==> config.mk <==
export PLATFORM = sky130hd
export DESIGN_NAME = fwd_hazard_unit
export DESIGN_NICKNAME = d
export VERILOG_FILES = /design/src/rtl/fwd_hazard_unit_pkg.sv /design/src/rtl/fwd_hazard_unit_fwd_select.sv /design/src/rtl/fwd_hazard_unit.sv
export SDC_FILE = /design/constraint.sdc
export NUM_CORES = 1
export LEC_CHECK = 0
export ABC_CLOCK_PERIOD_IN_PS = 4050
export BUFFER_PORTS_ARGS = -buffer_cell sky130_fd_sc_hd__buf_2
export CAP_MARGIN = 30
export CORE_MARGIN = 2
export CORE_UTILIZATION = 56
export CTS_BUF_LIST = sky130_fd_sc_hd__clkbuf_4 sky130_fd_sc_hd__clkbuf_8 sky130_fd_sc_hd__clkbuf_16
export CTS_CLUSTER_DIAMETER = 100
export CTS_CLUSTER_SIZE = 12
export DETAILED_ROUTE_END_ITERATION = 8
export GPL_TIMING_DRIVEN = 0
export HOLD_SLACK_MARGIN = 0.15
export PLACE_DENSITY = 0.82
export SYNTH_ARGS = -nofsm -noshare
export SYNTH_HDL_FRONTEND = slang
export SYNTH_SLANG_ARGS = --single-unit
==> constraint.sdc <==
create_clock -name clk -period 4.05 [get_ports clk]
set_clock_uncertainty 0.2 [all_clocks]
set_input_delay 0.6075 -clock clk [delete_from_list [all_inputs] [get_ports clk]]
set_output_delay 0.6075 -clock clk [all_outputs]
set_load 0.02 [all_outputs]
==> src/rtl/fwd_hazard_unit_pkg.sv <==
`default_nettype none
// ============================================================================
//  Module      : fwd_hazard_unit_pkg
//  Description : Shared forwarding encodings and the stage-tracking record
//                used by the forwarding / hazard unit.
//  Revision    : 1.0 - initial release
// ============================================================================
package fwd_hazard_unit_pkg;

    localparam logic [1:0] FWD_RF  = 2'b00;
    localparam logic [1:0] FWD_WB  = 2'b01;
    localparam logic [1:0] FWD_MEM = 2'b10;

    // Destination addresses are stored zero-extended so the record is
    // independent of the AW parameter; AW must not exceed this width.
    localparam int MAX_AW = 16;

    typedef struct packed {
        logic              valid;
        logic [MAX_AW-1:0] rd;
        logic              reg_write;
        logic              is_load;
    } stage_t;

    localparam stage_t STAGE_BUBBLE = '0;

    function automatic logic writes_reg(input stage_t s, input logic [MAX_AW-1:0] addr);
        return s.valid && s.reg_write && (s.rd == addr);
    endfunction

endpackage
`default_nettype wire

==> src/rtl/fwd_hazard_unit_fwd_select.sv <==
`default_nettype none
// ============================================================================
//  Module      : fwd_select
//  Description : Per-operand bypass priority: MEM result, then WB result,
//                otherwise the register file.
//  Revision    : 1.0 - initial release
// ============================================================================
module fwd_select
    import fwd_hazard_unit_pkg::*;
#(
    parameter int AW                 = 5,
    parameter int ZERO_REG_HARDWIRED = 1
) (
    input  logic [AW-1:0] rs_i,
    input  logic          rs_used_i,
    input  stage_t        m_i,
    input  stage_t        w_i,
    output logic [1:0]    sel_o
);

    logic [MAX_AW-1:0] w_addr;
    logic              w_zero_block;
    logic              w_unused;

    assign w_addr       = MAX_AW'(rs_i);
    assign w_zero_block = (ZERO_REG_HARDWIRED != 0) && (rs_i == '0);
    assign w_unused     = ^{m_i.is_load, w_i.is_load};

    always_comb begin
        sel_o = FWD_RF;
        if (rs_used_i && !w_zero_block) begin
            if (writes_reg(m_i, w_addr)) begin
                sel_o = FWD_MEM;
            end else if (writes_reg(w_i, w_addr)) begin
                sel_o = FWD_WB;
            end
        end
    end

endmodule
`default_nettype wire

==> src/rtl/fwd_hazard_unit.sv <==
`default_nettype none
// ============================================================================
//  Module      : fwd_hazard_unit
//  Description : Operand forwarding select and load-use / redirect hazard
//                control for a 5-stage pipeline. Define FWD_HAZARD_PERF_EN
//                to add stall / flush event counters.
//  Revision    : 1.0 - initial release
// ============================================================================
module fwd_hazard_unit
    import fwd_hazard_unit_pkg::*;
#(
    parameter int AW                 = 5,
    parameter int NUM_SRC            = 2,
    parameter int ZERO_REG_HARDWIRED = 1
) (
    input  logic                  clk,
    input  logic                  rst,
    input  logic                  id_valid,
    input  logic [NUM_SRC*AW-1:0] id_rs,
    input  logic [NUM_SRC-1:0]    id_rs_used,
    input  logic [AW-1:0]         id_rd,
    input  logic                  id_reg_write,
    input  logic                  id_is_load,
    input  logic                  ex_redirect,
    output logic [2*NUM_SRC-1:0]  fwd_sel,
    output logic                  stall_f,
    output logic                  stall_d,
    output logic                  flush_d,
    output logic                  flush_e
`ifdef FWD_HAZARD_PERF_EN
    ,
    output logic [31:0]           perf_stall_cnt,
    output logic [31:0]           perf_flush_cnt
`endif
);

    stage_t                e_q, e_d, m_q, w_q;
    logic [NUM_SRC*AW-1:0] e_rs_q, e_rs_d;
    logic [NUM_SRC-1:0]    e_rs_used_q, e_rs_used_d;

    logic [NUM_SRC-1:0]    w_lu_hit;
    logic                  w_load_use;
    logic                  w_stall;
    logic                  w_flush_e;

    // A used ID operand matching the load in EX; x0 never creates a hazard
    // when it is hardwired.
    for (genvar i = 0; i < NUM_SRC; i++) begin : g_lu
        assign w_lu_hit[i] = id_rs_used[i]
                           && (MAX_AW'(id_rs[i*AW +: AW]) == e_q.rd)
                           && !((ZERO_REG_HARDWIRED != 0) && (id_rs[i*AW +: AW] == '0));
    end

    assign w_load_use = id_valid && e_q.valid && e_q.is_load && e_q.reg_write && (|w_lu_hit);
    assign w_stall    = w_load_use && !ex_redirect;
    assign w_flush_e  = ex_redirect || w_load_use;

    assign stall_f = w_stall;
    assign stall_d = w_stall;
    assign flush_d = ex_redirect;
    assign flush_e = w_flush_e;

    always_comb begin
        e_d         = STAGE_BUBBLE;
        e_rs_d      = '0;
        e_rs_used_d = '0;
        if (!w_flush_e) begin
            e_d.valid     = id_valid;
            e_d.rd        = MAX_AW'(id_rd);
            e_d.reg_write = id_reg_write;
            e_d.is_load   = id_is_load;
            e_rs_d        = id_rs;
            e_rs_used_d   = id_valid ? id_rs_used : '0;
        end
    end

    // M and W always advance; only E takes a bubble on a stall or flush.
    always_ff @(posedge clk) begin
        if (rst) begin
            e_q         <= STAGE_BUBBLE;
            m_q         <= STAGE_BUBBLE;
            w_q         <= STAGE_BUBBLE;
            e_rs_q      <= '0;
            e_rs_used_q <= '0;
        end else begin
            e_q         <= e_d;
            m_q         <= e_q;
            w_q         <= m_q;
            e_rs_q      <= e_rs_d;
            e_rs_used_q <= e_rs_used_d;
        end
    end

    for (genvar i = 0; i < NUM_SRC; i++) begin : g_src
        fwd_select #(
            .AW                 (AW),
            .ZERO_REG_HARDWIRED (ZERO_REG_HARDWIRED)
        ) u_fwd_select (
            .rs_i      (e_rs_q[i*AW +: AW]),
            .rs_used_i (e_rs_used_q[i] & e_q.valid),
            .m_i       (m_q),
            .w_i       (w_q),
            .sel_o     (fwd_sel[2*i +: 2])
        );
    end

`ifdef FWD_HAZARD_PERF_EN
    logic [31:0] perf_stall_q;
    logic [31:0] perf_flush_q;

    always_ff @(posedge clk) begin
        if (rst) begin
            perf_stall_q <= '0;
            perf_flush_q <= '0;
        end else begin
            if (w_stall) begin
                perf_stall_q <= perf_stall_q + 32'd1;
            end
            if (ex_redirect) begin
                perf_flush_q <= perf_flush_q + 32'd1;
            end
        end
    end

    assign perf_stall_cnt = perf_stall_q;
    assign perf_flush_cnt = perf_flush_q;
`endif

endmodule
`default_nettype wire

# Yosys cells after proc, flatten, opt, wreduce, memory -nomap -nowiden
# Index checks and enable logic that the tools add are counted.
# Widths: inputs -> output; s select.
[classes]
addsub = 0
mul = 0
div = 0
n_lt_le_gt_ge = 0
n_eq_ne = 6
n_shift = 0
mux = 6
n_bitwise = 3
n_reduce_logical = 30
[ops]
columns = ["op", "count"]
rows = [
  ["$eq 16x5->1", 4],
  ["$eq 5x16->1", 2],
  ["$logic_not 5->1", 4],
  ["$logic_and 1x1->1", 17],
  ["$mux 2", 4],
  ["$logic_not 1->1", 5],
  ["$reduce_or 2->1", 2],
  ["$reduce_or 3->1", 1],
  ["$and 1x1->1", 2],
  ["$mux 1", 2],
  ["$logic_or 1x1->1", 1],
  ["$not 1->1", 1],
]
[word_totals]
ff_bits = 67
latchBits = 0
ramBits = 0
mem_bits_ro = 0
input_bits = 23
out_inout_bits = 8
elab_cells = 58
mem_count = 0

# Longest topological paths before layout
[logic_depth]
depth_word = 7
mapped_depth = 7
mapped_depth_nobuf = 5

# Hierarchy
# Synthesis repeated with hierarchy kept, for this count alone.
[hier_totals]
cells_unflattened = 165
area_unflattened_um2 = 1595.3
[modules_own_cells]
columns = ["module", "n_inst", "cells_each", "area_each_um2", "seq_area_each_um2"]
rows = [
  ["fwd_hazard_unit", 1, 105, 1159.9, 720.7],
  ["fwd_select", 2, 30, 217.7, 0.0],
]

# Least setup slack after synthesis
# Ideal clock, no wire load.
[synth_path]
path_kind = "input to output"
start = "input id_rs[2]"
end = "output stall_f"
t_arrival_ns = 2.056
required_ns = 3.242
setup_slack_ns = 1.187
path_stages = 6
cell_sequence = "xnor2_1 -> o2111ai_1 -> o41a_2 -> buf_4 -> nor2_1 -> buf_4"
[synth_between]
elab_chain_cells = 6
elab_cells_between_ends = 8
classes_between = "1 x eq/ne; 7 x reduce/logical"
[synth_rtl]
columns = ["item", "line", "source"]
rows = [
  ["start, declared", "fwd_hazard_unit.sv:19", "input logic [NUM_SRC*AW-1:0] id_rs,"],
  ["$eq 5x16->1 / $logic_not 5->1 (equally long branches)", "fwd_hazard_unit.sv:50, fwd_hazard_unit.sv:51", ""],
  ["$logic_and 1x1->1 / $logic_not 1->1 (equally long branches)", "fwd_hazard_unit.sv:50, fwd_hazard_unit.sv:51", ""],
  ["$logic_and 1x1->1 *", "fwd_hazard_unit.sv:51", "&& !((ZERO_REG_HARDWIRED != 0) && (id_rs[i*AW +: AW] == '0));"],
  ["$reduce_or 2->1 *", "fwd_hazard_unit.sv:54", "assign w_load_use = id_valid && e_q.valid && e_q.is_load && e_q.reg_write && (|w_lu_hit);"],
  ["$logic_and 1x1->1 *", "fwd_hazard_unit.sv:54", ""],
  ["$logic_and 1x1->1 *", "fwd_hazard_unit.sv:55", "assign w_stall = w_load_use && !ex_redirect;"],
  ["end, declared", "fwd_hazard_unit.sv:26", "output logic stall_f,"],
]
# Every way passes the cells marked *; elsewhere a longest branch is shown, timed or not.

# Worst setup path after layout
[layout_path]
start = "register e_q[4] in the netlist's numbering"
end = "output stall_f"
[layout_between]
elab_chain_cells = 6
elab_cells_between_ends = 9
classes_between = "2 x eq/ne; 7 x reduce/logical"
[layout_rtl]
columns = ["item", "line", "source"]
rows = [
  ["start, declared", "fwd_hazard_unit.sv:37", "stage_t e_q, e_d, m_q, w_q;"],
  ["start signal, assigned", "fwd_hazard_unit.sv:80", "e_q <= STAGE_BUBBLE;"],
  ["start signal, assigned", "fwd_hazard_unit.sv:86", "e_q <= e_d;"],
  ["$eq 5x16->1", "fwd_hazard_unit.sv:50", "&& (MAX_AW'(id_rs[i*AW +: AW]) == e_q.rd)"],
  ["$logic_and 1x1->1", "fwd_hazard_unit.sv:50", ""],
  ["$logic_and 1x1->1", "fwd_hazard_unit.sv:51", ""],
  ["$reduce_or 2->1 *", "fwd_hazard_unit.sv:54", ""],
  ["$logic_and 1x1->1 *", "fwd_hazard_unit.sv:54", ""],
  ["$logic_and 1x1->1 *", "fwd_hazard_unit.sv:55", ""],
]
# Marked as above.

==> summary.md <==
| Metric | Value |
|---|---|
| Run status | `complete, no violations` |
| Detailed-route via count | `1091` |
| Initial standard-cell utilization of the core | `57.6%` |
| Die height | `53.8 µm` |
| Number of cells on the worst hold path | `1` |
| Clk Tree Root Cell | `sky130_fd_sc_hd__clkbuf_4` |
| 1st-pass router iterations | `4` |
| Worst setup margin | `1.11 ns` |
| Vias in the first global route | `1063` |
| Setup repair after global routing missed its margin | `no` |
| Global routing usage summed across all routing layers | `24.1%` |
| Flip-flop and latch count after synthesis | `34` |
| Worst Reg2Reg Path Length in Cells | `5` |
| Reg clk slew, reported paths | `0.10 ns` |
| Final instance area | `1640 µm²` |
| DPL Wire Length | `2210 µm` |
| Num ports | `31` |
| Max-slew headroom at the worst pin | `70.0%` |
| Most frequent cells in the layout | `sky130_fd_sc_hd__dfxtp_1, sky130_fd_sc_hd__buf_2, sky130_fd_sc_hd__and3_1` |
| Fraction of the yosys area taken by sequential cells | `49.1%` |
| Placed inst area | `1580 µm²` |
| Max VDD drop | `0.000315 V` |
| Synth Net Count | `159` |
| Remaining design rule violation count | `0` |
| Most Crowded Layer GR | `met2` |
| GRT overflow | `0` |
| Actual transition at the worst max-transition pin | `0.450 ns` |
| Clock sink total | `34` |
| Minimum setup slack after placement | `1.14 ns` |
| Final number of setup-violating endpoints | `0` |
| Width of the die | `53.8 µm` |
| CTS Buf Count | `5` |
| Post-route ant nets | `0` |
| Met2 GRT Util | `39.6%` |
| Number of I/O port buffers | `30` |
| Max cap viols | `0` |
| Worst-path fanout max | `10` |
| Data arrival time of the critical path | `2.13 ns` |
| Met3 track demand over resource in global routing | `8.89%` |
| Count of different cell masters after synthesis | `23` |
| Mean instance size in the synthesized netlist | `10.2 µm²` |
| Placer congestion estimate | `0.817` |
| Hold crit path type | `reg -> reg` |
| Per-cell via count in the routed design | `5.35` |
| Die outline area | `2890 µm²` |
| Quantity of hold-fixing buffers added after cts | `0` |
| Kind of start point of the critical path | `flip-flop` |
| Number of instances in the synthesized netlist | `136` |
| Maximum buffer depth of the clock tree | `2` |
| # fillers | `197` |
| # Post-CTS Setup Buffers | `0` |
| Post-Route Setup TNS | `0 ns` |
| Insertion delay of the later-clocked pin in the worst-skew pair | `0.33 ns` |
| Highest Clock Rate | `340 MHz` |
| Leakage component of the power | `0.769 nW` |
| P&R area growth vs syn | `18.1%` |
| Number of max-slew violations in the final report | `0` |
| Antenna violations before repair | `0` |
| Routed wire per std cell | `14.3 µm` |
| Global-route wire length before repair | `4710 µm` |
| Cts repair resizes | `0` |
| CP Class | `reg -> out` |
| Data required time of the worst path | `3.24 ns` |
| Period Utilization, post-route | `72.6%` |
| TritonCTS clock tree | `done` |
| Total power divided by cell area | `373 nW/µm²` |
| Crit path time final | `2.94 ns` |
| Hold Fails Final Rpt | `0` |
| Fraction of final layout cells with drive strength greater than 1 | `24.7%` |
| Area inside the core boundary | `2410 µm²` |
| Count of standard-cell rows | `18` |
| Pin count of the biggest net entering global routing | `11` |
| Global-route met1 utilization | `27.2%` |
| Post-Syn Area | `1390 µm²` |
| Routed wire length | `2910 µm` |
| Count of H-tree levels built during CTS | `2` |
| Most common cell after layout, fill and taps aside | `sky130_fd_sc_hd__dfxtp_1` |
| Capturing element type of the critical path | `primary output` |
| Initial DRC Count | `17` |
| Number of nets in the finished design | `196` |
| Yosys synthesis warning count | `0` |
| Antenna Cells | `0` |
[layout make-up]
cell class                      count  area (µm²)  area share (%)
Sequential cell                    34         681            41.5
Inverter                            2        7.51           0.458
Timing Repair Buffer               30         150            9.16
Clock inverter                      1        5.00           0.305
Multi-Input combinational cell     93         654            39.9
Buffer                              7        45.0            2.75
Tap cell                           30        37.5            2.29
Clock buffer                        7        58.8            3.59
[where the power goes]
group	internal [mW]	leakage (nW)	switching, mW	total, mW
Combinational	0.0300	0.452	0.0269	0.0569
Sequential	0.345	0.278	0.0104	0.355
Clock	0.0908	0.0387	0.108	0.199
Total	0.466	0.769	0.145	0.611
[layer usage]
layer  vias to the layer above  wire length [µm]
met5                         -                 0
met4                         0                27
met3                         4               163
met2                        38              1480
met1                       497              1240
li1                        552                 -
[path summary, 6_finish.rpt]
path	slack, ns	end	startpoint
worst min-delay path	0.27	m_q[1]	e_q[1]
worst max register to register	2.15	e_q[18]	e_q[4]
worst min register to register	0.27	m_q[1]	e_q[1]
worst max-delay path	1.11	stall_f	e_q[4]
[synth_stat cells]
cell | number | share of area [%]
sky130_fd_sc_hd__o211ai_1 | 2 | 1.1
sky130_fd_sc_hd__buf_6 | 1 | 0.81
sky130_fd_sc_hd__clkbuf_1 | 3 | 0.81
sky130_fd_sc_hd__o2111ai_1 | 2 | 1.3
sky130_fd_sc_hd__a21oi_1 | 1 | 0.36
sky130_fd_sc_hd__and4_1 | 2 | 1.3
sky130_fd_sc_hd__nand2b_1 | 1 | 0.45
sky130_fd_sc_hd__nor2b_1 | 13 | 5.9
sky130_fd_sc_hd__nand3b_1 | 1 | 0.54
sky130_fd_sc_hd__nor2_1 | 3 | 0.81
sky130_fd_sc_hd__o41a_2 | 1 | 0.90
sky130_fd_sc_hd__o21ai_0 | 1 | 0.36
sky130_fd_sc_hd__nand4_1 | 5 | 2.3
sky130_fd_sc_hd__buf_4 | 3 | 1.6
sky130_fd_sc_hd__inv_1 | 2 | 0.54
sky130_fd_sc_hd__nor4_1 | 5 | 2.3
sky130_fd_sc_hd__nand2_1 | 2 | 0.54
sky130_fd_sc_hd__or4_1 | 3 | 1.6
sky130_fd_sc_hd__and3_1 | 18 | 8.1
sky130_fd_sc_hd__nor3_1 | 5 | 1.8
sky130_fd_sc_hd__xor2_1 | 12 | 7.6
sky130_fd_sc_hd__xnor2_1 | 16 | 10
sky130_fd_sc_hd__dfxtp_1 | 34 | 49
[through the flow]
stage | hold WS (ns) | power, mW | util (%) | instances
final | 0.267 | 0.611 | 68.0 | 204
after global routing | 0.277 | 0.639 | 68.0 | 204
after CTS | 0.266 | 0.615 | 68.0 | 204
after detailed placement | 0.255 | 0.419 | 65.4 | 196
after global placement | 0.249 | 0.417 | 65.4 | 196
after floorplan | 0.238 | 0.395 | - | 136
[critical path, cell delays in order (launching register included)]
cell and delay (ns):
sky130_fd_sc_hd__dfxtp_1 0.42, sky130_fd_sc_hd__xnor2_1 0.15, sky130_fd_sc_hd__o2111ai_1 0.13, sky130_fd_sc_hd__o41a_2 0.54, sky130_fd_sc_hd__buf_4 0.18, sky130_fd_sc_hd__nor2_1 0.11, sky130_fd_sc_hd__buf_4 0.12, sky130_fd_sc_hd__buf_2 0.14
[sequential cells by signal (all words and copies together), names as in the netlist]
register,cells
m_q,7
e_rs_q,10
e_q,8
w_q,7
e_rs_used_q,2
[logic make-up after synthesis]
kind of cell / count (synthesis) / synth area share (%)
AOI/OAI and AO/OA: 7 / 3.97
buffers and inverters: 9 / 3.79
and+or+nand+nor: 58 / 25.5
DFF: 34 / 49.1
xor gates and xnor gates: 28 / 17.7
No activity file was read; power rests on OpenSTA's default activity.
